### src/rtl/change_if.sv
// change_if: payout request, coin deposit, ejector handshake and status bundle of change_dispenser
interface change_if #(parameter int STOCK_W = 4);
  logic start;
  logic [15:0] credit, cost;
  logic deposit_valid;
  logic [1:0] deposit_coin;
  logic coin_valid;
  logic [1:0] coin_code;
  logic coin_ready;
  logic busy, done, insufficient, no_change, jam;
  logic [15:0] change_due;
  logic [STOCK_W-1:0] stock_500, stock_1000, stock_2000, stock_5000;
  modport master (
    output start, credit, cost, deposit_valid, deposit_coin, coin_ready,
    input coin_valid, coin_code, busy, done, insufficient, no_change, jam, change_due,
    input stock_500, stock_1000, stock_2000, stock_5000
  );
  modport slave (
    input start, credit, cost, deposit_valid, deposit_coin, coin_ready,
    output coin_valid, coin_code, busy, done, insufficient, no_change, jam, change_due,
    output stock_500, stock_1000, stock_2000, stock_5000
  );
endinterface

### src/rtl/change_dispenser.sv
// change_dispenser: greedy change planner over a coin stock, ejecting one coin per handshake.
// Define CHANGE_TIMEOUT_EN to abort with a jam pulse after TIMEOUT_CYC stalled ejector cycles.
module change_dispenser #(
  parameter int STOCK_W     = 4,
  parameter int INIT_STOCK  = 5,
  parameter int TIMEOUT_CYC = 255
) (
  input logic     CLK,
  input logic     RESET,
  change_if.slave bus
);
`ifdef CHANGE_TIMEOUT_EN
  localparam bit TO_EN = 1'b1;
`else
  localparam bit TO_EN = 1'b0;
`endif
  typedef enum logic [2:0] {IDLE, CHECK, PLAN, DISPENSE, JAM} state_t;
  localparam logic [STOCK_W-1:0] SMAX  = '1;
  localparam logic [STOCK_W-1:0] S1    = STOCK_W'(1);
  localparam logic [STOCK_W-1:0] SINIT = STOCK_W'(INIT_STOCK);
  state_t state;
  logic [15:0] credit_q, cost_q, rem, rem_n, q, pk, cnt;
  logic [1:0] pidx, pcode, top;
  logic [STOCK_W-1:0] stock [4];
  logic [STOCK_W-1:0] snap [4];
  logic [STOCK_W-1:0] plan [4];
  logic [STOCK_W-1:0] plan_n [4];
  logic [STOCK_W-1:0] stock_n [4];
  logic [3:0] dep, out;
  logic xfer, any;
  function automatic logic [15:0] coin_val(input logic [1:0] c);
    return c == 2'd3 ? 16'd50 : c == 2'd2 ? 16'd20 : c == 2'd1 ? 16'd10 : 16'd5;
  endfunction
  assign xfer  = bus.coin_valid & bus.coin_ready;
  assign pcode = ~pidx;
  assign q     = pidx == 2'd0 ? rem / 16'd50 : pidx == 2'd1 ? rem / 16'd20 :
                 pidx == 2'd2 ? rem / 16'd10 : rem / 16'd5;
  assign pk    = q > 16'(snap[pcode]) ? 16'(snap[pcode]) : q;
  assign rem_n = rem - pk * coin_val(pcode);
  assign bus.busy       = state != IDLE;
  assign bus.stock_500  = stock[0];
  assign bus.stock_1000 = stock[1];
  assign bus.stock_2000 = stock[2];
  assign bus.stock_5000 = stock[3];
  // plan_n is the plan after this cycle's planning step or transfer; top picks its largest coin
  always_comb begin
    for (int i = 0; i < 4; i++) begin
      dep[i] = bus.deposit_valid && bus.deposit_coin == 2'(i);
      out[i] = xfer && bus.coin_code == 2'(i);
      plan_n[i] = state == PLAN && pcode == 2'(i) ? pk[STOCK_W-1:0] : out[i] ? plan[i] - S1 : plan[i];
      stock_n[i] = dep[i] == out[i] ? stock[i] : out[i] ? stock[i] - S1 :
                   stock[i] == SMAX ? stock[i] : stock[i] + S1;
    end
    top = plan_n[3] != '0 ? 2'd3 : plan_n[2] != '0 ? 2'd2 : plan_n[1] != '0 ? 2'd1 : 2'd0;
    any = (plan_n[0] | plan_n[1] | plan_n[2] | plan_n[3]) != '0;
  end
  always_ff @(posedge CLK or posedge RESET) begin
    if (RESET) begin
      state <= IDLE;
      credit_q <= '0;
      cost_q <= '0;
      rem <= '0;
      pidx <= '0;
      cnt <= '0;
      for (int i = 0; i < 4; i++) begin
        stock[i] <= SINIT;
        snap[i] <= '0;
        plan[i] <= '0;
      end
      bus.coin_valid <= 1'b0;
      bus.coin_code <= 2'd0;
      bus.done <= 1'b0;
      bus.insufficient <= 1'b0;
      bus.no_change <= 1'b0;
      bus.jam <= 1'b0;
      bus.change_due <= '0;
    end else begin
      stock <= stock_n;
      bus.done <= 1'b0;
      bus.insufficient <= 1'b0;
      bus.no_change <= 1'b0;
      bus.jam <= 1'b0;
      case (state)
        IDLE: if (bus.start) begin
          credit_q <= bus.credit;
          cost_q <= bus.cost;
          state <= CHECK;
        end
        CHECK: begin
          cnt <= '0;
          pidx <= '0;
          snap <= stock;
          rem <= credit_q - cost_q;
          if (credit_q < cost_q) begin
            bus.insufficient <= 1'b1;
            state <= IDLE;
          end else if (credit_q == cost_q) begin
            bus.done <= 1'b1;
            bus.change_due <= '0;
            state <= IDLE;
          end else begin
            bus.change_due <= credit_q - cost_q;
            state <= PLAN;
          end
        end
        PLAN: begin
          plan <= plan_n;
          rem <= rem_n;
          pidx <= pidx + 2'd1;
          if (pidx == 2'd3 && rem_n != '0) begin
            bus.no_change <= 1'b1;
            bus.change_due <= '0;
            state <= IDLE;
          end else if (pidx == 2'd3) begin
            bus.coin_valid <= 1'b1;
            bus.coin_code <= top;
            state <= DISPENSE;
          end
        end
        DISPENSE: if (xfer) begin
          plan <= plan_n;
          cnt <= '0;
          bus.change_due <= bus.change_due - coin_val(bus.coin_code);
          if (any) bus.coin_code <= top;
          else begin
            bus.coin_valid <= 1'b0;
            bus.done <= 1'b1;
            state <= IDLE;
          end
        end else if (TO_EN && cnt == 16'(TIMEOUT_CYC - 1)) begin
          bus.coin_valid <= 1'b0;
          state <= JAM;
        end else if (TO_EN) cnt <= cnt + 16'd1;
        JAM: begin
          bus.jam <= 1'b1;
          state <= IDLE;
        end
        default: state <= IDLE;
      endcase
    end
  end
endmodule

### src/flat_wrapper.sv
// flat-port wrapper written by rule: the top's interface ports become plain ports
module change_dispenser_flat 
#(
  parameter int STOCK_W     = 4,
  parameter int INIT_STOCK  = 5,
  parameter int TIMEOUT_CYC = 255
)
  (CLK, RESET, bus_start, bus_credit, bus_cost, bus_deposit_valid, bus_deposit_coin, bus_coin_ready, bus_coin_valid, bus_coin_code, bus_busy, bus_done, bus_insufficient, bus_no_change, bus_jam, bus_change_due, bus_stock_500, bus_stock_1000, bus_stock_2000, bus_stock_5000);
  change_if #(.STOCK_W(STOCK_W)) bus_i ();
  input logic CLK;
  input logic RESET;
  input wire logic [$bits(bus_i.start)-1:0] bus_start;
  input wire logic [$bits(bus_i.credit)-1:0] bus_credit;
  input wire logic [$bits(bus_i.cost)-1:0] bus_cost;
  input wire logic [$bits(bus_i.deposit_valid)-1:0] bus_deposit_valid;
  input wire logic [$bits(bus_i.deposit_coin)-1:0] bus_deposit_coin;
  input wire logic [$bits(bus_i.coin_ready)-1:0] bus_coin_ready;
  output wire logic [$bits(bus_i.coin_valid)-1:0] bus_coin_valid;
  output wire logic [$bits(bus_i.coin_code)-1:0] bus_coin_code;
  output wire logic [$bits(bus_i.busy)-1:0] bus_busy;
  output wire logic [$bits(bus_i.done)-1:0] bus_done;
  output wire logic [$bits(bus_i.insufficient)-1:0] bus_insufficient;
  output wire logic [$bits(bus_i.no_change)-1:0] bus_no_change;
  output wire logic [$bits(bus_i.jam)-1:0] bus_jam;
  output wire logic [$bits(bus_i.change_due)-1:0] bus_change_due;
  output wire logic [$bits(bus_i.stock_500)-1:0] bus_stock_500;
  output wire logic [$bits(bus_i.stock_1000)-1:0] bus_stock_1000;
  output wire logic [$bits(bus_i.stock_2000)-1:0] bus_stock_2000;
  output wire logic [$bits(bus_i.stock_5000)-1:0] bus_stock_5000;
  assign bus_i.start = bus_start;
  assign bus_i.credit = bus_credit;
  assign bus_i.cost = bus_cost;
  assign bus_i.deposit_valid = bus_deposit_valid;
  assign bus_i.deposit_coin = bus_deposit_coin;
  assign bus_i.coin_ready = bus_coin_ready;
  assign bus_coin_valid = bus_i.coin_valid;
  assign bus_coin_code = bus_i.coin_code;
  assign bus_busy = bus_i.busy;
  assign bus_done = bus_i.done;
  assign bus_insufficient = bus_i.insufficient;
  assign bus_no_change = bus_i.no_change;
  assign bus_jam = bus_i.jam;
  assign bus_change_due = bus_i.change_due;
  assign bus_stock_500 = bus_i.stock_500;
  assign bus_stock_1000 = bus_i.stock_1000;
  assign bus_stock_2000 = bus_i.stock_2000;
  assign bus_stock_5000 = bus_i.stock_5000;
  change_dispenser #(.STOCK_W(STOCK_W), .INIT_STOCK(INIT_STOCK), .TIMEOUT_CYC(TIMEOUT_CYC)) u_core (.CLK(CLK), .RESET(RESET), .bus(bus_i));
endmodule
### config.mk
export PLATFORM = sky130hd
export DESIGN_NAME = change_dispenser_flat
export DESIGN_NICKNAME = d
export VERILOG_FILES = /design/src/rtl/change_if.sv /design/src/rtl/change_dispenser.sv /design/src/flat_wrapper.sv
export SDC_FILE = /design/constraint.sdc
export NUM_CORES = 1
export LEC_CHECK = 0
export CAP_MARGIN = 25
export CORE_UTILIZATION = 45
export CTS_CLUSTER_SIZE = 16
export DETAILED_ROUTE_END_ITERATION = 12
export GPL_ROUTABILITY_DRIVEN = 0
export GPL_TIMING_DRIVEN = 0
export PLACE_DENSITY = 0.67
export SYNTH_ARGS = -nofsm -noshare
export SYNTH_HDL_FRONTEND = slang
export SYNTH_SLANG_ARGS = --single-unit
### constraint.sdc
create_clock -name CLK -period 91.2 [get_ports CLK]
set_input_delay 27.36 -clock CLK [delete_from_list [all_inputs] [get_ports CLK]]
set_output_delay 27.36 -clock CLK [all_outputs]
set_load 0.05 [all_outputs]
# == After elaboration in Yosys (flattened, before gate mapping) ==
# Index checks and enable logic that the tools add are counted.
# totals
ff_bits,124
output_inout_bits,40
word_cells,202
# classes
addsub,16
mul,1
div_mod_pow,4
order_cmp,3
n_eq_ne,38
n_mux,69
n_bitwise,10
n_reduce_logical,37
# op_table
operator,count
$mux 16,13
$mux 4,20
$pmux 16 s2,2
$pmux 16 s3,1
$sub 16x16->16,3
$sub 4x1->4 const B,8
$mux 3,6
$add 4x1->4 const B,4
$div 16x3->16 const B,1
$div 16x4->16 const B,1
$div 16x5->16 const B,1
$div 16x6->16 const B,1
$eq 16x16->1,1
$eq 2x2->1 const B,8
$eq 4x4->1 const B,4
$gt 16x4->1,1
$lt 16x16->1,1
$mul 16x16->16,1
$reduce_bool 16->1,1
$reduce_bool 4->1,4
$mux 1,14
$mux 2,7
$logic_and 1x1->1,13
$ne 2x1->1 const B,6
25 further kinds,56

# == Longest topological paths before layout ==
# Gate-level depths: netlist of the first run.
# logic_depth
word_depth,15
mapped_depth,216
ltp_nobuf,204

# == Worst setup path after synthesis of the first run ==
# No wires, ideal clock.
# synth_path
kind,register -> register
from,register u_core.pidx[0]
to,register u_core.bus.change_due[15]
setup_ns,0.142
t_arrival_ns,39.002
setup_slack_ns,52.056
stages_incl_launch_ff,194
synth_period_minus_slack_ns,39.144
path_cell_list,dfrtp_1 -> clkbuf_1 -> inv_1 -> ha_1 -> buf_2 -> nor2_1 -> nor4b_1 -> o21ai_0 -> a211oi_2 -> a21oi_1 -> ha_1 -> or2_2 -> o311a_1 -> a21o_1 -> o31ai_1 -> ha_1 -> or3_1 -> o2111ai_1 -> [... 158 more ...] -> fa_1 -> inv_1 -> ha_1 -> ha_1 -> fa_1 -> inv_1 -> ha_1 -> xnor2_1 -> or4b_2 -> or4_1 -> or4_1 -> or4_1 -> o41ai_1 -> nand2_1 -> nand2_1 -> clkbuf_1 -> clkbuf_1 -> o221ai_1
# synth_between
elab_chain_cells,13
# synth_rtl
element,line_no,rtl
start: declaration,change_dispenser.sv:23,"logic [1:0] pidx, pcode, top;"
start signal: assignment,change_dispenser.sv:109,pidx <= pidx + 2'd1;
$not 2->2,change_dispenser.sv:35,assign pcode = ~pidx;
$not 2->3 (implied by the code),change_dispenser.sv:38,assign pk = q > 16'(snap[pcode]) ? 16'(snap[pcode]) : q;
$bmux 4 s2,change_dispenser.sv:38,
$mux 4 (implied by the code) (2 in a row),change_dispenser.sv:38,
$gt 16x4->1,change_dispenser.sv:38,
$mux 16,change_dispenser.sv:38,
$mul 16x16->16,change_dispenser.sv:39,assign rem_n = rem - pk * coin_val(pcode);
$sub 16x16->16,change_dispenser.sv:39,
$reduce_bool 16->1,change_dispenser.sv:110,if (pidx == 2'd3 && rem_n != '0) begin
$logic_and 1x1->1 *,change_dispenser.sv:110,
$ne 2x2->1 (no source line) *,n/a,
$reduce_and 4->1 (no source line) *,n/a,
end signal: assignment,change_dispenser.sv:102,bus.change_due <= credit_q - cost_q;
end signal: assignment,change_dispenser.sv:123,bus.change_due <= bus.change_due - coin_val(bus.coin_code);
end: declaration,change_if.sv:20,"output coin_valid, coin_code, busy, done, insufficient, no_change, jam, change_due,"
# Mark *: on every way between the ends. The rest lies on a longest branch, timed or not. The select of a mux whose other input is x is not followed.
# A chain may end at the register's enable or synchronous reset.

# == Worst setup path in the final report of the first run ==
# Same ends and word-level chain as after synthesis.

==> results.json, run 1 <==
{
  "worst_ep_required_time_ns": 91.48,
  "crit-reg2reg-launch": "u_core.pidx[0]",
  "critical_path_peak_fanout": 10,
  "grt_antenna_before_repair": 0,
  "insertion_delay_ns": 0.43,
  "regToRegEndpoint": "u_core.bus.change_due[15]",
  "dp.final_hpwl_um": 32740,
  "cts_tree": "done",
  "floorplan.die_area_um2": 35800,
  "type_of_element_launching_the_critical_path": "flop",
  "netlist_area_um2": 15770,
  "clockBufferDepth": 2,
  "clock-sinks": 122,
  "diodes": 0,
  "viasPerCell": 5.694,
  "ys_ff_latch": 122,
  "crit_path_top_delay_cell": "sky130_fd_sc_hd__o41ai_1",
  "ioPinCount": 79,
  "synth.yosys.seq_area_share_pct": 19.42,
  "drt_wl_total_um": 40450,
  "worst_setup_path_endpoint": "u_core.bus.change_due[15]",
  "port_buffers": 77,
  "setup_total_negative_slack_ns": 0,
  "worstPathArrival_ns": 47.50,
  "cts_inserted_buffers": 17,
  "period_share_pct": 51.78,
  "post_cts.repair.setup_buffers": 0,
  "cp_common_cell": "sky130_fd_sc_hd__o21a_1",
  "route.antenna.remaining_nets": 0,
  "ctsHtreeMaxLevel": 4,
  "grtUsageTotal_pct": 23.37,
  "hold_violations": 0,
  "layout.cell_area.non_filler_um2": 17930,
  "nFillCells": 3276,
  "r2r_cells": 203,
  "yosysUniqueCellTypes": 113,
  "route.met3.wl_um": 2140,
  "min-delay-path-class": "flop to flop",
  "timing.critical_path.max_delay_family": "compound AO/OA/AOI/OAI gates",
  "wl_met1_um": 18150,
  "period_needed_ns": 47.22,
  "r2r_setup_slack_ns": 43.98,
  "cts_hold_repair.buffers": 0,
  "pin_count_of_the_biggest_net_entering_global_routing": 77,
  "detailroute.wirelength.met2_um": 19530,
  "cp-startpoint": "u_core.pidx[0]",
  "count_of_flip_flops_with_a_built_in_enable_after_synthesis": 0,
  "clkSlewWorstSetupHoldPaths_ns": 0.06,
  "share_of_flip_flops_with_an_asynchronous_set_or_reset_pct": 100.0,
  "core-area_um2": 34540,
  "final_core_util_pct": 51.91,
  "first_iter_violations": 809,
  "path_class": "flop to flop",
  "slew-limit-headroom_pct": 36.72,
  "grt_first_pass_wirelength_um": 68610,
  "grt_setup_unrepaired": "false",
  "drtPass1Iterations": 5,
  "yosys_warnings": 0,
  "number_of_remaining_drc_errors": 0,
  "setup-violations-final": 0,
  "clk_root_buffer_cell": "sky130_fd_sc_hd__clkbuf_16",
  "postSynth.topFlopCell": "sky130_fd_sc_hd__dfrtp_1",
  "start_util_pct": 45.66,
  "row_count": 68,
  "grt_overflow_total": 0,
  "die_h_um": 189.2,
  "area.growth.synth_to_final_pct": 13.69,
  "finClkSkew_ns": 0.01872,
  "die_width_um": 189.2,
  "maxCapViolations": 0,
  "cts-resized-gates": 0,
  "worstMarginPinSlew_ns": 0.9457,
  "run_status": "completed",
  "syn_inst": 1866,
  "layout.cells.most_common": "sky130_fd_sc_hd__ha_1",
  "wire_per_inst_um": 16.27,
  "worstSetupEndpointType": "flop",
  "mostFrequentLayoutCells": "194 x sky130_fd_sc_hd__ha_1, 172 x sky130_fd_sc_hd__inv_1, 164 x sky130_fd_sc_hd__nor2_1",
  "timing.critical_path.slowest_cell_delay_ns": 0.76,
  "final_nets": 2317,
  "dpl_cell_area_um2": 17390,
  "slew_viol_final": 0,
  "worst-path-buf-inv": 24,
  "critical_path_cell_count": 203,
  "syn_avg_cell_area_um2": 8.452,
  "topRoutingLayerUsed": "met4",
  "fmax_mhz": 21.18,
  "vias": 14155,
  "layout-drive-gt1-share_pct": 9.749,
  "grt_pass1_vias": 14156,
  "hold_ws_ns": 0.4987
}
[Yosys cell counts (32+ instances only)]
cell type,number,share of area (%)
sky130_fd_sc_hd__ha_1,194,15
sky130_fd_sc_hd__inv_1,173,4.1
sky130_fd_sc_hd__nor2_1,165,3.9
sky130_fd_sc_hd__a21oi_1,138,4.4
sky130_fd_sc_hd__nand2_1,133,3.2
sky130_fd_sc_hd__dfrtp_1,114,18
sky130_fd_sc_hd__o21ai_0,103,3.3
sky130_fd_sc_hd__fa_1,66,8.4
sky130_fd_sc_hd__mux2_2,66,4.7
sky130_fd_sc_hd__nor3_1,57,1.8
sky130_fd_sc_hd__xnor2_1,54,3.0
sky130_fd_sc_hd__o21a_1,41,2.0
sky130_fd_sc_hd__nand3_1,40,1.3
sky130_fd_sc_hd__clkbuf_1,36,0.86
sky130_fd_sc_hd__xor2_1,32,1.8
[metrics by stage]
stage / std cells / setup slack, ns
3_3_place_gp: 2448 / 44.46
5_1_grt: 2486 / 39.68
6_report: 2486 / 43.98
4_1_cts: 2486 / 44.22
2_1_floorplan: 1916 / 52.06
3_5_place_dp: 2454 / 44.45
[flip-flops by register name, summed over array words and instances, names as in the netlist, 2 cells and up]
name and flops:
u_core.plan 16, u_core.bus.coin_code 2, u_core.snap 16, u_core.bus.stock_500 4, u_core.cost_q 16, u_core.pidx 2
u_core.bus.change_due 16, u_core.bus.stock_1000 4, u_core.credit_q 16, u_core.state 2, u_core.bus.stock_5000 4, u_core.rem 16
u_core.bus.stock_2000 4
[routing by layer]
metal  vias up  GRT usage (%)
met4         0          5.800
met3        49          3.744
met1      6792          30.39
met2       349          40.26
met5         -              0
li1       6965              -
[worst min path at each step]
stage | startpoint | endpoint | slack [ns] | depth (start not counted)
3_5_place_dp | u_core.plan[11] | u_core.plan[11] | 0.49 | 1
3_3_place_gp | u_core.plan[11] | u_core.plan[11] | 0.48 | 1
4_1_cts | u_core.plan[11] | u_core.plan[11] | 0.50 | 1
5_1_grt | u_core.plan[11] | u_core.plan[11] | 0.52 | 1
2_1_floorplan | u_core.plan[11] | u_core.plan[11] | 0.47 | 1
6_report | u_core.plan[11] | u_core.plan[11] | 0.50 | 1
[area by class of cell]
cell class,count,area (um^2),area share (%)
timing repair buffer,83,855.8,4.773
clock inverter,14,108.9,0.6071
inverter,179,676.9,3.775
clock buffer,18,429.2,2.394
buffer,59,252.7,1.410
sequential,122,3063,17.08
multi-input combinational,1556,11970,66.78
tap,455,569.3,3.175
[kinds of logic (layout without fill, tap and decap cells)]
| logic type | Yosys count | after routing | share of synthesized area [%] |
|---|---|---|---|
| other | 2 | 52 | 0.04762 |
| and+or+nand+nor | 555 | 555 | 17.41 |
| adders and majority gates | 260 | 260 | 23.77 |
| DFF | 122 | 122 | 19.42 |
| xor gates and xnor gates | 86 | 86 | 4.776 |
| muxes | 100 | 100 | 7.433 |
| buffers and inverters | 238 | 353 | 5.863 |
| AOI/OAI and AO/OA | 503 | 503 | 21.29 |
Power of run 1 is left out: the tool's default activity adds up to more than one toggle a clock period on the data nets, which glitch-free logic cannot reach.
==> inputs of run 2 (changes only) <==
clock period = 47.8 ns   (was 91.2 ns; I/O delays follow)
==> results.json, run 2 (synthesis results as in run 1) <==
{
  "port_buffers": 77,
  "layout.cells.most_common": "sky130_fd_sc_hd__ha_1",
  "period_needed_ns": 44.08,
  "cts_tree": "done",
  "regToRegEndpoint": "u_core.bus.change_due[15]",
  "die_width_um": 189.2,
  "number_of_remaining_drc_errors": 0,
  "viasPerCell": 5.706,
  "worstSetupEndpointType": "flop",
  "slew_viol_final": 0,
  "dpl_cell_area_um2": 17390,
  "vias": 14207,
  "critical_path_peak_fanout": 10,
  "ctsHtreeMaxLevel": 4,
  "setup-violations-final": 0,
  "dp.final_hpwl_um": 32740,
  "drt_wl_total_um": 40580,
  "timing.critical_path.slowest_cell_delay_ns": 0.67,
  "hold_violations": 0,
  "grt_antenna_before_repair": 0,
  "first_iter_violations": 783,
  "detailroute.wirelength.met2_um": 19810,
  "layout.area.seq_um2": 3063,
  "row_count": 68,
  "grt_overflow_total": 0,
  "cp-startpoint": "u_core.pidx[1]",
  "start_util_pct": 45.66,
  "mostFrequentLayoutCells": "193 x sky130_fd_sc_hd__ha_1, 171 x sky130_fd_sc_hd__inv_1, 161 x sky130_fd_sc_hd__nor2_1",
  "crit-reg2reg-launch": "u_core.pidx[1]",
  "crit_path_top_delay_cell": "sky130_fd_sc_hd__or4b_2",
  "clockBufferDepth": 2,
  "clkSlewWorstSetupHoldPaths_ns": 0.06,
  "multi_input_comb_area_um2": 12080,
  "grt_first_pass_wirelength_um": 68610,
  "min-delay-path-class": "flop to flop",
  "pin_count_of_the_biggest_net_entering_global_routing": 77,
  "final_nets": 2321,
  "route.antenna.remaining_nets": 0,
  "clk_root_buffer_cell": "sky130_fd_sc_hd__clkbuf_16",
  "critical_path_cell_count": 198,
  "worstMarginPinSlew_ns": 0.8605,
  "layout-drive-gt1-share_pct": 10.86,
  "grtUsageTotal_pct": 23.37,
  "clock-sinks": 122,
  "topRoutingLayerUsed": "met4",
  "finClkSkew_ns": 0.01391,
  "period_share_pct": 92.21,
  "path_class": "flop to flop",
  "cts_hold_repair.buffers": 0,
  "cp_common_cell": "sky130_fd_sc_hd__o21a_1",
  "worst-path-buf-inv": 20,
  "cts_inserted_buffers": 17,
  "route.met3.wl_um": 2201,
  "grt_pass1_vias": 14156,
  "hold_start": "u_core.plan[11]",
  "hold-path-cell-count": 1,
  "maxCapViolations": 0,
  "area.growth.synth_to_final_pct": 14.71,
  "run_status": "completed",
  "floorplan.die_area_um2": 35800,
  "core-area_um2": 34540,
  "r2r_cells": 198,
  "endpoint_with_the_worst_hold_slack": "u_core.plan[11]",
  "type_of_element_launching_the_critical_path": "flop",
  "ioPinCount": 79,
  "die_h_um": 189.2,
  "r2r_setup_slack_ns": 3.72,
  "timing.critical_path.max_delay_family": "compound AO/OA/AOI/OAI gates",
  "slew-limit-headroom_pct": 42.19,
  "wl_met1_um": 18020,
  "setup_total_negative_slack_ns": 0,
  "final_core_util_pct": 52.37,
  "diodes": 0,
  "dp_worst_setup_slack_ns": 1.051,
  "setup_slack_ns": 3.723,
  "nFillCells": 3260,
  "insertion_delay_ns": 0.42,
  "wire_per_inst_um": 16.30,
  "drtPass1Iterations": 5,
  "worst_ep_required_time_ns": 48.08,
  "layout.cell_area.non_filler_um2": 18090,
  "worstPathArrival_ns": 44.36,
  "fmax_mhz": 22.69
}
## run 2: cell types whose count changed in the layout (fill, tap and decap cells not counted), sizes merged
cell      previous run  this run
buf                 29        35
inv                183       182
clkbuf              54        52
clkinvlp             5         6
## run 2: worst max path at each step
stage / slack [ns] / endpoint
3_5_place_dp: 1.05 / u_core.bus.change_due[2]
6_report: 3.72 / u_core.bus.change_due[15]
3_3_place_gp: 1.06 / u_core.bus.change_due[15]
4_1_cts: 0.82 / u_core.bus.change_due[2]
2_1_floorplan: 8.66 / u_core.bus.change_due[15]
5_1_grt: -0.12 / u_core.bus.change_due[2]
## run 2: final cells by class
class,count,area share [%]
plain buffers,58,1.411
clock buffers,18,2.372
inverters,179,3.762
repair buffers,88,5.007
clock inverters,14,0.6017
well taps,455,3.147
multi-input cells,1556,66.77
flip-flops and latches,122,16.93
## run 2: what timing repair did
item	CTS	global route
hold endpoints to repair	0	0
resized for setup	0	31
endpoints found under the setup margin	0	29
buffers inserted	0	5
## run 2: metal layers
metal | vias up | track usage (%)
li1 | 6981 | -
met1 | 6820 | 30.39
met2 | 357 | 40.26
met3 | 49 | 3.744
met4 | 0 | 5.800
met5 | - | 0
## run 2: through the flow
step           std cells  hold slack, ns
2_1_floorplan       1916          0.4697
3_3_place_gp        2448          0.4813
3_5_place_dp        2454          0.4895
4_1_cts             2486          0.5029
5_1_grt             2490          0.5200
6_report            2490          0.4980
## run 2: worst reg2reg max path: cells and delay by family (launching register included)
family	cells	cell delay [ns]
XOR/XNOR	1	0.20
buffers and inverters	20	3.65
AO/OA/AOI/OAI	96	20.01
AND/OR/NAND/NOR	55	11.37
flip-flops	1	0.66
adder cells (fa/ha/maj)	22	7.01
multiplexers	4	0.98
Power of run 2 is left out for the same reason.
==> inputs of run 3 (changes only) <==
PLACE_DENSITY = 0.65   (was 0.67)
SLEW_MARGIN = 20   (was default)
==> results.json, run 3 (synthesis results as in run 1) <==
{
  "run_status": "completed",
  "grt_setup_unrepaired": "false",
  "worstSetupEndpointType": "flop",
  "hold_violations": 0,
  "period_share_pct": 91.94,
  "grt_most_used_layer": "met2",
  "crit_path_top_delay_cell": "sky130_fd_sc_hd__fa_1",
  "slew_viol_final": 0,
  "dp.final_hpwl_um": 32920,
  "period_needed_ns": 43.95,
  "cts_inserted_buffers": 17,
  "floorplan.die_area_um2": 35800,
  "placed_cells": 2451,
  "clk_root_buffer_cell": "sky130_fd_sc_hd__clkbuf_16",
  "slew-limit-headroom_pct": 44.85,
  "diodes": 0,
  "final_nets": 2322,
  "vias": 14135,
  "cp_common_cell": "sky130_fd_sc_hd__o21a_1",
  "wire_per_inst_um": 16.49,
  "worst_ep_required_time_ns": 48.08,
  "drt_wl_total_um": 41080,
  "crit-reg2reg-launch": "u_core.pidx[1]",
  "r2r_cells": 200,
  "die_width_um": 189.2,
  "setup-violations-final": 0,
  "die_h_um": 189.2,
  "clkSlewWorstSetupHoldPaths_ns": 0.06,
  "core-area_um2": 34540,
  "layout.area.seq_um2": 3064,
  "endpoint_with_the_worst_hold_slack": "u_core.snap[5]",
  "pin_count_of_the_biggest_net_entering_global_routing": 45,
  "grt_overflow_total": 0,
  "cts_tree": "done",
  "clockBufferDepth": 2,
  "nFillCells": 3240,
  "worstPathArrival_ns": 44.23,
  "min-delay-path-class": "flop to flop",
  "layout-drive-gt1-share_pct": 11.00,
  "post_layout_instance_count_excluding_filler_cells": 2491,
  "grtUsageTotal_pct": 23.63,
  "clock-sinks": 122,
  "hold_ws_ns": 0.5035,
  "grt_pass1_vias": 14165,
  "gr-usage-met1_pct": 30.05,
  "ctsHtreeMaxLevel": 4,
  "number_of_remaining_drc_errors": 0,
  "port_buffers": 77,
  "row_count": 68,
  "cp-startpoint": "u_core.pidx[1]",
  "type_of_element_launching_the_critical_path": "flop",
  "path_class": "flop to flop",
  "hold-path-cell-count": 1,
  "grt_antenna_before_repair": 0,
  "critical_path_peak_fanout": 10,
  "route.antenna.remaining_nets": 0,
  "viasPerCell": 5.674,
  "insertion_delay_ns": 0.43,
  "r2r_setup_slack_ns": 3.85,
  "first_iter_violations": 786,
  "multi_input_comb_area_um2": 12070,
  "hold_start": "u_core.snap[5]",
  "layout.cells.most_common": "sky130_fd_sc_hd__ha_1",
  "fmax_mhz": 22.75,
  "met3_usage_pct": 3.281,
  "timing.critical_path.slowest_cell_delay_ns": 0.56,
  "mostFrequentLayoutCells": "193 x sky130_fd_sc_hd__ha_1, 171 x sky130_fd_sc_hd__inv_1, 161 x sky130_fd_sc_hd__nor2_1",
  "finClkSkew_ns": 0.02173,
  "grt_first_pass_wirelength_um": 69110,
  "worstMarginPinSlew_ns": 0.8222,
  "start_util_pct": 45.66,
  "setup_total_negative_slack_ns": 0,
  "regToRegEndpoint": "u_core.bus.change_due[15]",
  "drtPass1Iterations": 5,
  "cts_hold_repair.buffers": 0,
  "ioPinCount": 79,
  "area.growth.synth_to_final_pct": 15.57,
  "maxCapViolations": 0,
  "grtUsageMet2_pct": 41.45
}
## run 3: critical path, delay by kind of cell, from the launching register on
kind                     cells  cell delay, ns
buffers and inverters       21            3.75
AO/OA/AOI/OAI               96           19.85
AND/OR/NAND/NOR             56           11.34
adder cells (fa/ha/maj)     22            7.02
multiplexers                 4            1.00
XOR/XNOR                     1            0.20
flip-flops                   1            0.53
## run 3: what timing repair did
action	in CTS	in global routing
setup endpoints to repair	0	31
setup buffers	0	9
resized for setup	0	31
## run 3: cell type report
| class | count | share of cell area (%) |
|---|---|---|
| Timing Repair Buffer | 89 | 4.984 |
| Buffer | 58 | 1.421 |
| Sequential cell | 122 | 16.81 |
| Tap cell | 455 | 3.123 |
| Multi-Input combinational cell | 1556 | 66.23 |
| Inverter | 179 | 3.734 |
| Clock inverter | 13 | 1.318 |
| Clock buffer | 19 | 2.375 |
## run 3: worst max-delay path by stage
stage	to	slack, ns	depth (start not counted)
floorplan	u_core.bus.change_due[15]	8.66	193
finish	u_core.bus.change_due[15]	3.85	200
CTS	u_core.bus.change_due[15]	0.61	202
global placement	u_core.bus.change_due[15]	0.99	201
detailed placement	u_core.bus.change_due[15]	0.81	202
global route	u_core.bus.change_due[15]	0.07	201
## run 3: per-layer routing
metal / routed length [um] / up-vias
met5: 0 / -
met4: 777 / 0
met3: 2037 / 54
met2: 19750 / 318
met1: 18510 / 6776
li1: - / 6987
## run 3: stage by stage
stage	utilization (%)	worst slack [ns]	instance area, um^2
4_1_cts	52.27	0.6086	18050
3_5_place_dp	50.32	0.8141	17380
6_report	52.77	3.852	18230
2_1_floorplan	-	8.656	15960
3_3_place_gp	50.08	0.9910	17300
5_1_grt	52.77	0.06846	18230
Power of run 3 is left out for the same reason.
